==> src/rtl/nfc_status_poller_if.sv <==
`default_nettype none
// ============================================================================
//  Module   : nfc_status_poller_if
//  Purpose  : Request, command-engine, read-stream and result bundle for the
//             NAND read-status poller.
//  Revision : 1.0
// ============================================================================
interface nfc_status_poller_if #(
    parameter int NumberOfWays = 4
);
    logic                    iPollValid;
    logic                    oPollReady;
    logic [NumberOfWays-1:0] iPollWay;
    logic [23:0]             iPollRowAddress;
    logic                    iPollEnhanced;

    logic [5:0]              oOpcode;
    logic [4:0]              oTargetID;
    logic                    oCMDValid;
    logic                    iCMDReady;
    logic [NumberOfWays-1:0] oWaySelect;
    logic [23:0]             oRowAddress;
    logic                    iLastStep;

    logic [15:0]             iReadData;
    logic                    iReadValid;
    logic                    iReadLast;
    logic                    oReadReady;

    logic                    oResultValid;
    logic [NumberOfWays-1:0] oResultWay;
    logic [7:0]              oStatus;
    logic                    oResultFail;
    logic                    oResultTimeout;
    logic [7:0]              oPollCount;

    // Poller side
    modport master (
        input  iPollValid, iPollWay, iPollRowAddress, iPollEnhanced,
        input  iCMDReady, iLastStep, iReadData, iReadValid, iReadLast,
        output oPollReady, oOpcode, oTargetID, oCMDValid, oWaySelect, oRowAddress,
        output oReadReady, oResultValid, oResultWay, oStatus, oResultFail,
        output oResultTimeout, oPollCount
    );

    // Controller / command-engine side
    modport slave (
        output iPollValid, iPollWay, iPollRowAddress, iPollEnhanced,
        output iCMDReady, iLastStep, iReadData, iReadValid, iReadLast,
        input  oPollReady, oOpcode, oTargetID, oCMDValid, oWaySelect, oRowAddress,
        input  oReadReady, oResultValid, oResultWay, oStatus, oResultFail,
        input  oResultTimeout, oPollCount
    );
endinterface
`default_nettype wire

==> src/rtl/nfc_status_poller.sv <==
`default_nettype none
// ============================================================================
//  Module   : nfc_status_poller
//  Purpose  : Issues 70h/78h read-status polls after program/erase and reports
//             ready/fail or timeout. Optional macro NFC_STATUS_POLL_ARRAY_READY_EN
//             additionally requires ARDY (status bit 5) for ready.
//  Revision : 1.0
// ============================================================================
module nfc_status_poller #(
    parameter int         NumberOfWays = 4,
    parameter logic [5:0] CommandID    = 6'b000111,
    parameter logic [4:0] TargetID     = 5'b00101,
    parameter int         MaxPolls     = 16,
    parameter int         PollGap      = 32
) (
    input  wire logic           iSystemClock,
    input  wire logic           iReset,
    nfc_status_poller_if.master bus
);

    typedef enum logic [2:0] {
        S_IDLE   = 3'd0,
        S_ISSUE  = 3'd1,
        S_WAIT   = 3'd2,
        S_EVAL   = 3'd3,
        S_GAP    = 3'd4,
        S_REPORT = 3'd5
    } pollState_t;

    localparam logic [7:0]  c_MAX_POLLS = 8'(MaxPolls);
    localparam logic [15:0] c_GAP_LOAD  = 16'(PollGap - 1);

    pollState_t              r_state;
    pollState_t              w_nextState;
    logic [NumberOfWays-1:0] r_way;
    logic [23:0]             r_row;
    logic                    r_enhanced;
    logic [7:0]              r_status;
    logic                    r_captured;
    logic [7:0]              r_pollCount;
    logic [15:0]             r_gapCount;
    logic                    r_fail;
    logic                    r_timeout;

    logic                    w_accept;
    logic                    w_ready;
    logic                    w_unusedBits;

    assign w_accept     = bus.iPollValid && (r_state == S_IDLE);
    assign w_unusedBits = ^{bus.iReadData[15:8], bus.iReadLast};

`ifdef NFC_STATUS_POLL_ARRAY_READY_EN
    assign w_ready = r_status[6] & r_status[5];
`else
    assign w_ready = r_status[6];
`endif

    always_ff @(posedge iSystemClock) begin
        if (iReset) begin
            r_state <= S_IDLE;
        end else begin
            r_state <= w_nextState;
        end
    end

    always_comb begin
        w_nextState = r_state;
        case (r_state)
            S_IDLE:   if (w_accept)      w_nextState = S_ISSUE;
            S_ISSUE:  if (bus.iCMDReady) w_nextState = S_WAIT;
            S_WAIT:   if (bus.iLastStep) w_nextState = S_EVAL;
            S_EVAL: begin
                if (w_ready || (r_pollCount == c_MAX_POLLS)) begin
                    w_nextState = S_REPORT;
                end else begin
                    w_nextState = S_GAP;
                end
            end
            S_GAP:    if (r_gapCount == 16'd0) w_nextState = S_ISSUE;
            S_REPORT: w_nextState = S_IDLE;
            default:  w_nextState = S_IDLE;
        endcase
    end

    always_ff @(posedge iSystemClock) begin
        if (iReset) begin
            r_way       <= '0;
            r_row       <= 24'd0;
            r_enhanced  <= 1'b0;
            r_status    <= 8'd0;
            r_captured  <= 1'b0;
            r_pollCount <= 8'd0;
            r_gapCount  <= 16'd0;
            r_fail      <= 1'b0;
            r_timeout   <= 1'b0;
        end else begin
            case (r_state)
                S_IDLE: begin
                    if (w_accept) begin
                        r_way       <= bus.iPollWay;
                        r_row       <= bus.iPollRowAddress;
                        r_enhanced  <= bus.iPollEnhanced;
                        r_pollCount <= 8'd0;
                        r_status    <= 8'd0;
                        r_fail      <= 1'b0;
                        r_timeout   <= 1'b0;
                    end
                end
                S_ISSUE: begin
                    if (bus.iCMDReady) begin
                        r_pollCount <= r_pollCount + 8'd1;
                        r_captured  <= 1'b0;
                    end
                end
                S_WAIT: begin
                    // Only the first beat of a poll carries the status; a poll
                    // that ends with no beat at all reads as not ready.
                    if (bus.iReadValid && !r_captured) begin
                        r_status   <= bus.iReadData[7:0];
                        r_captured <= 1'b1;
                    end else if (bus.iLastStep && !r_captured) begin
                        r_status <= 8'h00;
                    end
                end
                S_EVAL: begin
                    if (w_ready) begin
                        r_fail    <= r_status[0];
                        r_timeout <= 1'b0;
                    end else if (r_pollCount == c_MAX_POLLS) begin
                        r_fail    <= 1'b0;
                        r_timeout <= 1'b1;
                    end else begin
                        r_gapCount <= c_GAP_LOAD;
                    end
                end
                S_GAP: begin
                    if (r_gapCount != 16'd0) begin
                        r_gapCount <= r_gapCount - 16'd1;
                    end
                end
                default: ;
            endcase
        end
    end

    assign bus.oPollReady     = (r_state == S_IDLE);
    assign bus.oOpcode        = CommandID;
    assign bus.oTargetID      = {TargetID[4:1], r_enhanced};
    assign bus.oCMDValid      = (r_state == S_ISSUE);
    assign bus.oWaySelect     = r_way;
    assign bus.oRowAddress    = r_row;
    assign bus.oReadReady     = (r_state == S_WAIT);
    assign bus.oResultValid   = (r_state == S_REPORT);
    assign bus.oResultWay     = r_way;
    assign bus.oStatus        = r_status;
    assign bus.oResultFail    = r_fail;
    assign bus.oResultTimeout = r_timeout;
    assign bus.oPollCount     = r_pollCount;

endmodule
`default_nettype wire

==> src/flat_wrapper.sv <==
// flat-port wrapper written by rule: the top's interface ports become plain ports
module nfc_status_poller_flat 
#(
    parameter int         NumberOfWays = 4,
    parameter logic [5:0] CommandID    = 6'b000111,
    parameter logic [4:0] TargetID     = 5'b00101,
    parameter int         MaxPolls     = 16,
    parameter int         PollGap      = 32
)
  (iSystemClock, iReset, bus_iPollValid, bus_iPollWay, bus_iPollRowAddress, bus_iPollEnhanced, bus_iCMDReady, bus_iLastStep, bus_iReadData, bus_iReadValid, bus_iReadLast, bus_oPollReady, bus_oOpcode, bus_oTargetID, bus_oCMDValid, bus_oWaySelect, bus_oRowAddress, bus_oReadReady, bus_oResultValid, bus_oResultWay, bus_oStatus, bus_oResultFail, bus_oResultTimeout, bus_oPollCount);
  nfc_status_poller_if #(.NumberOfWays(NumberOfWays)) bus_i ();
  input  wire logic iSystemClock;
  input  wire logic iReset;
  input wire logic [$bits(bus_i.iPollValid)-1:0] bus_iPollValid;
  input wire logic [$bits(bus_i.iPollWay)-1:0] bus_iPollWay;
  input wire logic [$bits(bus_i.iPollRowAddress)-1:0] bus_iPollRowAddress;
  input wire logic [$bits(bus_i.iPollEnhanced)-1:0] bus_iPollEnhanced;
  input wire logic [$bits(bus_i.iCMDReady)-1:0] bus_iCMDReady;
  input wire logic [$bits(bus_i.iLastStep)-1:0] bus_iLastStep;
  input wire logic [$bits(bus_i.iReadData)-1:0] bus_iReadData;
  input wire logic [$bits(bus_i.iReadValid)-1:0] bus_iReadValid;
  input wire logic [$bits(bus_i.iReadLast)-1:0] bus_iReadLast;
  output wire logic [$bits(bus_i.oPollReady)-1:0] bus_oPollReady;
  output wire logic [$bits(bus_i.oOpcode)-1:0] bus_oOpcode;
  output wire logic [$bits(bus_i.oTargetID)-1:0] bus_oTargetID;
  output wire logic [$bits(bus_i.oCMDValid)-1:0] bus_oCMDValid;
  output wire logic [$bits(bus_i.oWaySelect)-1:0] bus_oWaySelect;
  output wire logic [$bits(bus_i.oRowAddress)-1:0] bus_oRowAddress;
  output wire logic [$bits(bus_i.oReadReady)-1:0] bus_oReadReady;
  output wire logic [$bits(bus_i.oResultValid)-1:0] bus_oResultValid;
  output wire logic [$bits(bus_i.oResultWay)-1:0] bus_oResultWay;
  output wire logic [$bits(bus_i.oStatus)-1:0] bus_oStatus;
  output wire logic [$bits(bus_i.oResultFail)-1:0] bus_oResultFail;
  output wire logic [$bits(bus_i.oResultTimeout)-1:0] bus_oResultTimeout;
  output wire logic [$bits(bus_i.oPollCount)-1:0] bus_oPollCount;
  assign bus_i.iPollValid = bus_iPollValid;
  assign bus_i.iPollWay = bus_iPollWay;
  assign bus_i.iPollRowAddress = bus_iPollRowAddress;
  assign bus_i.iPollEnhanced = bus_iPollEnhanced;
  assign bus_i.iCMDReady = bus_iCMDReady;
  assign bus_i.iLastStep = bus_iLastStep;
  assign bus_i.iReadData = bus_iReadData;
  assign bus_i.iReadValid = bus_iReadValid;
  assign bus_i.iReadLast = bus_iReadLast;
  assign bus_oPollReady = bus_i.oPollReady;
  assign bus_oOpcode = bus_i.oOpcode;
  assign bus_oTargetID = bus_i.oTargetID;
  assign bus_oCMDValid = bus_i.oCMDValid;
  assign bus_oWaySelect = bus_i.oWaySelect;
  assign bus_oRowAddress = bus_i.oRowAddress;
  assign bus_oReadReady = bus_i.oReadReady;
  assign bus_oResultValid = bus_i.oResultValid;
  assign bus_oResultWay = bus_i.oResultWay;
  assign bus_oStatus = bus_i.oStatus;
  assign bus_oResultFail = bus_i.oResultFail;
  assign bus_oResultTimeout = bus_i.oResultTimeout;
  assign bus_oPollCount = bus_i.oPollCount;
  nfc_status_poller #(.NumberOfWays(NumberOfWays), .CommandID(CommandID), .TargetID(TargetID), .MaxPolls(MaxPolls), .PollGap(PollGap)) u_core (.iSystemClock(iSystemClock), .iReset(iReset), .bus(bus_i));
endmodule
==> config.mk <==
export PLATFORM = sky130hd
export DESIGN_NAME = nfc_status_poller_flat
export DESIGN_NICKNAME = d
export VERILOG_FILES = /design/src/rtl/nfc_status_poller_if.sv /design/src/rtl/nfc_status_poller.sv /design/src/flat_wrapper.sv
export SDC_FILE = /design/constraint.sdc
export NUM_CORES = 1
export LEC_CHECK = 0
export ABC_AREA = 1
export ABC_CLOCK_PERIOD_IN_PS = 3600
export BUFFER_PORTS_ARGS = -buffer_cell sky130_fd_sc_hd__buf_2
export CAP_MARGIN = 30
export CORE_MARGIN = 8
export CORE_UTILIZATION = 54
export DETAILED_ROUTE_END_ITERATION = 6
export GPL_TIMING_DRIVEN = 0
export PLACE_DENSITY = 0.9
export SYNTH_ARGS = -nofsm -noshare
export SYNTH_HDL_FRONTEND = slang
export SYNTH_SLANG_ARGS = --single-unit
==> constraint.sdc <==
create_clock -name iSystemClock -period 3.6 [get_ports iSystemClock]
set_input_delay 0.36 -clock iSystemClock [delete_from_list [all_inputs] [get_ports iSystemClock]]
set_output_delay 0.36 -clock iSystemClock [all_outputs]
set_load 0.005 [all_outputs]
======== Word level (Yosys, flattened, before mapping) ========
Index checks and enable logic that the tools add are counted.
word-level totals
  flip-flop bits (word level) ............. 67
  bits in latches ......................... 0
  bits in writable memories ............... 0
  memory bits (read-only) ................. 0
  input bits .............................. 52
  output and inout port bits .............. 65
  word-level logic and storage cells ...... 74
  memories kept ........................... 0
cells by class
  add/sub/neg operators ................... 2
  $mul .................................... 0
  divide/modulo/power cells ............... 0
  $lt $le $gt $ge ......................... 0
  equal/unequal tests ..................... 16
  shifts and indexed selects .............. 0
  multiplexer cells ....................... 26
  bitwise gates (word level) .............. 0
  reductions and logical operators ........ 20
operators with widths
  kind                                                                  number
  16-bit two-way mux                                                    3
  8-bit two-way mux                                                     4
  16-bit case mux with 2 select lines                                   1
  8-bit case mux with 2 select lines                                    2
  16-bit logical NOT                                                    1
  16-bit nonzero test                                                   1
  16-bit by 1-bit subtractor with 16-bit output, second input constant  1
  3-bit case mux with 5 select lines                                    1
  3-bit two-way mux                                                     4
  3-bit AND reduction                                                   4
  2-bit nonzero test                                                    5
  8-bit by 1-bit adder with 8-bit output, second input constant         1
  8-bit by 5-bit == test with 1-bit output, second input constant       1
  1-bit two-way mux                                                     8
  2-bit by 1-bit != test with 1-bit output, second input constant       4
  2-bit != test, second input constant                                  4
  4-bit AND reduction                                                   2
  3-bit by 2-bit == test with 1-bit output, second input constant       2
  3-bit == test, second input constant                                  2
  3-bit by 1-bit != test with 1-bit output, second input constant       2
  1-bit case mux with 2 select lines                                    3
  3-bit by 1-bit == test with 1-bit output, second input constant       1
  1-bit logical AND                                                     3
  3-bit logical NOT                                                     1
  other kinds (3)                                                       3

======== Longest topological paths before layout ========
  depth after elaboration ................. 5
  depth in mapped cells ................... 11
  depth with buffers taken out ............ 11

======== Least setup slack after synthesis ========
No wires, ideal clock.
  kind .................................... flip-flop to flip-flop
  start ................................... register u_core.r_gapCount[0]
  end ..................................... register u_core.r_gapCount[12]
  library setup time ...................... 69 ps
  arrival ................................. 1473 ps
  required time ........................... 3531 ps
  slack ................................... 2058 ps
  cell stages (with the launch flop) ...... 12
  buffers on the path ..................... 1
  clock period less this slack ............ 1542 ps
  cell sequence ........................... dfxtp_1 -> inv_1 -> ha_1 -> nand2_2 -> nor2_4 -> nand2_2 -> nand2_4 -> nand2_4 -> nand2_8 -> buf_8 -> nand2_1 -> a21oi_2
between the ends
  cells in the longest elaborated chain, start to end .. 3
  elaborated cells on any way between the ends .. 6
  those cells by class .................... add/sub: 1; eq/ne: 1; mux: 2; reduce/logical: 2
ends and longest elaborated chain
  what                                                                                         RTL line                                            text
  from (decl)                                                                                  nfc_status_poller.sv:41                             logic [15:0] r_gapCount;
  from (signal assigned)                                                                       nfc_status_poller.sv:133                            r_gapCount <= c_GAP_LOAD;
  from (signal assigned)                                                                       nfc_status_poller.sv:138                            r_gapCount <= r_gapCount - 16'd1;
  16-bit by 1-bit subtractor with 16-bit output / 16-bit nonzero test (equally long branches)  nfc_status_poller.sv:138, nfc_status_poller.sv:137
  16-bit two-way mux / 2-bit by 1-bit != test with 1-bit output (equally long branches)        -
  16-bit case mux with 2 select lines / 4-bit AND reduction (equally long branches)            -
Several ways; a longest one is shown, not always the timed one. The select of a mux whose other input is x is not followed.
A chain may end at the register's enable or synchronous reset.

======== Worst setup path in the final report ========
  start ................................... register u_core.r_state[1]
  end ..................................... output bus_oReadReady
between the ends
  cells in the longest elaborated chain, start to end .. 1
ends and longest elaborated chain
  what                                      RTL line                  text
  from (decl)                               nfc_status_poller.sv:33   pollState_t r_state;
  from (signal assigned)                    nfc_status_poller.sv:62   r_state <= w_nextState;
  3-bit by 2-bit == test with 1-bit output  nfc_status_poller.sv:152  assign bus.oReadReady = (r_state == S_WAIT);
  to (decl)                                 flat_wrapper.sv:29        output wire logic [$bits(bus_i.oReadReady)-1:0] bus_oReadReady;
No other way between the ends.

==> summary.md <==
| Metric | Value |
|---|---|
| Most common cell after layout, fill and taps aside | `nor2_1` |
| DRC violations left | `0` |
| Core Box Area | `5960 um2` |
| Worst-Margin Slew | `609 ps` |
| H-tree levels | `3` |
| CTS sink count | `67` |
| First-pass GRT wire length | `15.2 mm` |
| Critical Path, Cell by Cell | `nand3_1 > inv_2 > clkbuf_1 > buf_2` |
| Max-slew headroom | `0.594` |
| Sequential-to-total area share from yosys stat | `0.399` |
| Crit Reg-Reg Startpoint | `u_core.r_gapCount[0]` |
| GRT Total Usage | `0.210` |
| Post-synth EDFFs | `0` |
| Ys Warns | `0` |
| Clk_lat worst skew | `340 ps` |
| CTS Buf Count | `9` |
| Syn_area_per_cell | `6.84 um2` |
| P_sw | `0.930 mW` |
| Crit path launch | `u_core.r_state[1]` |
| Critical path peak fanout | `10` |
| Share of layout cells above drive strength 1 | `0.270` |
| FMAX | `523 MHz` |
| Startpoint Class | `flip-flop` |
| Clock skew | `16.8 ps` |
| Initial Utilization | `0.564` |
| Setup CP Type | `flip-flop to primary output` |
| Slowest-stage cell, CP | `dfxtp_1` |
| Port buffer count | `97` |
| Most frequent cells in the layout | `nor2_1, nand2_1, buf_2, dfxtp_1, nand3_1` |
| Part of the power in registers | `0.369` |
| Distinct cells, synth | `32` |
| HP Start | `bus_iPollRowAddress[4]` |
| GR Util met3 | `0.0825` |
| CP peak stage delay | `430 ps` |
| Max-slew violations | `0` |
| Async SR Flop Fraction | `0` |
| Crit. End Element | `primary output` |
| CTS resizes | `0` |
| Crit path DAT | `1550 ps` |
| Clk Tree Root Cell | `clkbuf_8` |
| Sw Share | `0.366` |
| I/O Pins | `117` |
| Max-cap viol count | `0` |
| Largest net degree at the start of global routing | `12` |
| Cell Pwr Density | `608 nW/um2` |
| Hold_buf cts | `0` |
| Gr ovfl total | `0` |
| Antenna Violating Nets Remaining | `0` |
| Maximum root-to-sink buffer count | `2` |
| Status | `finished clean` |
| Die area | `9000 um2` |
| Initial drt markers | `273` |
| Post CTS Setup Buffer Count | `0` |
| Routed len/inst | `13.3 um` |
| Clk slew on worst S/H paths | `80 ps` |
| CP required | `3240 ps` |
| M1 GR Usage | `0.236` |
| Top Usage Layer GRT | `met2` |
| Final Critical Period | `1910 ps` |
| Endpoints failing hold | `0` |
| Row count | `28` |
| CTS tree | `built` |
| First-pass DRT Iterations | `5` |
| P_leak | `2.09 nW` |
| Setup TNS | `0 ps` |
| #FFs+latches synth | `67` |
| Die Width | `94.9 um` |
| Cell Area, Synth | `3360 um2` |
| Via-to-Cell Ratio | `5.15` |
| Antenna diodes | `0` |
| Final Core Density | `0.703` |
| GP Congestion | `0.916` |
| Final setup violation count | `0` |
| Chip Height | `94.9 um` |
| Logic pwr share | `0.358` |
| Initial antenna violation count | `0` |
| Internal | `1.61 mW` |
| Post-synthesis cell count | `491` |
| HP Class | `primary input to flip-flop` |
| Routed wire length | `9.14 mm` |
| Main synth FF type | `dfxtp_1` |
| Worst IR drop on VDD | `462 uV` |
| Crit share post-route | `0.531` |
| Routed vias | `3,530` |
| Clock power frac | `0.272` |
| Setup repair after global routing missed its margin | `false` |
| Hpwl dp | `6.94 mm` |
| Area delta synth->final | `24.6%` |
| Final nets | `662` |
| Vias in the first global route | `3,464` |
| M2 GR Usage | `0.338` |
cells by family (layout without fill, tap and decap cells):
| kind of cell | count (synthesis) | after routing | synth area share |
|---|---|---|---|
| and+or+nand+nor | 279 | 279 | 0.360 |
| buffers and inverters | 69 | 181 | 0.103 |
| AOI/OAI and AO/OA | 68 | 68 | 0.116 |
| DFF | 67 | 67 | 0.399 |
| adders and majority gates | 3 | 3 | 0.0112 |
| xor gates and xnor gates | 3 | 3 | 0.00783 |
| other | 2 | 10 | 0.00224 |
power by group through the flow:
stage	registers, mW	logic, mW	clock network [mW]
after global placement	0.946	0.871	0
after CTS	0.938	0.910	0.701
final	0.939	0.911	0.693
after detailed placement	0.951	0.903	0
after global routing	0.954	1.03	0.733
after floorplan	0.957	0.590	0
sequential cells by signal, summed over array words and instances, names as in the netlist, 3 cells and up:
name / flops
u_core.bus.oPollCount: 8
u_core.bus.oResultWay: 4
u_core.bus.oRowAddress: 24
u_core.bus.oStatus: 8
u_core.r_gapCount: 16
u_core.r_state: 3
layout make-up:
| type | instances | area [um2] |
|---|---|---|
| Buffer | 31 | 189 |
| Clock buffer | 11 | 141 |
| Clock inverter | 4 | 75.1 |
| Fill cell | 518 | 1770 |
| Inverter | 38 | 156 |
| Multi-Input combinational cell | 363 | 1700 |
| Sequential cell | 67 | 1340 |
| Tap cell | 75 | 93.8 |
| Timing Repair Buffer | 97 | 485 |
worst max-delay path: cells and delay by family (launching register included):
kind / cells / cell delay [ps]
AND/OR/NAND/NOR: 1 / 140
flip-flops: 1 / 430
buffers and inverters: 3 / 640
through the flow:
step / setup WS [ps] / cells / hold WS [ps] / instance area (um2) / power, mW
floorplan: 2060 / 499 / 452 / 3390 / 1.55
global placement: 1860 / 671 / 447 / 3970 / 1.82
detailed placement: 1790 / 671 / 454 / 3970 / 1.85
CTS: 1690 / 686 / 222 / 4180 / 2.55
global route: 1540 / 686 / 225 / 4180 / 2.72
finish: 1690 / 686 / 236 / 4180 / 2.54
synth_stat cells, types with 2 or more instances:
master    number  share of area
nand4_1        2         0.0037
nor3b_1        3         0.0067
buf_2          4         0.0060
o21ai_0       32          0.048
dfxtp_1       67           0.40
nand2_1      102           0.11
nor2_4         3          0.010
nand2_4        2         0.0067
inv_2          8         0.0089
nor2_2         5         0.0093
a21oi_1       25          0.037
nor2_1       105           0.12
nand3_1       42          0.063
buf_4         15          0.034
nor3_1         9          0.013
inv_1         28          0.031
xor2_1         2         0.0052
conb_1         2         0.0022
clkbuf_1      11          0.012
a21oi_2        9          0.023
nand2_2        2         0.0037
ha_1           3          0.011
per-layer routing:
layer,part of all wire,wire (um),vias up
met5,0,0,-
li1,-,-,1771
met2,0.45,4120,143
met3,0.098,895,29
met1,0.42,3830,1587
met4,0.032,294,0
path summary, 6_finish.rpt:
path,end,slack [ps],cells after the start
setup reg to reg,u_core.r_gapCount[13],1770,11
setup / recovery,bus_oReadReady,1690,4
hold reg to reg,u_core.bus.oResultTimeout,470,2
hold / removal,u_core.bus.oRowAddress[4],240,3
Power figures use the tool's default switching activity.
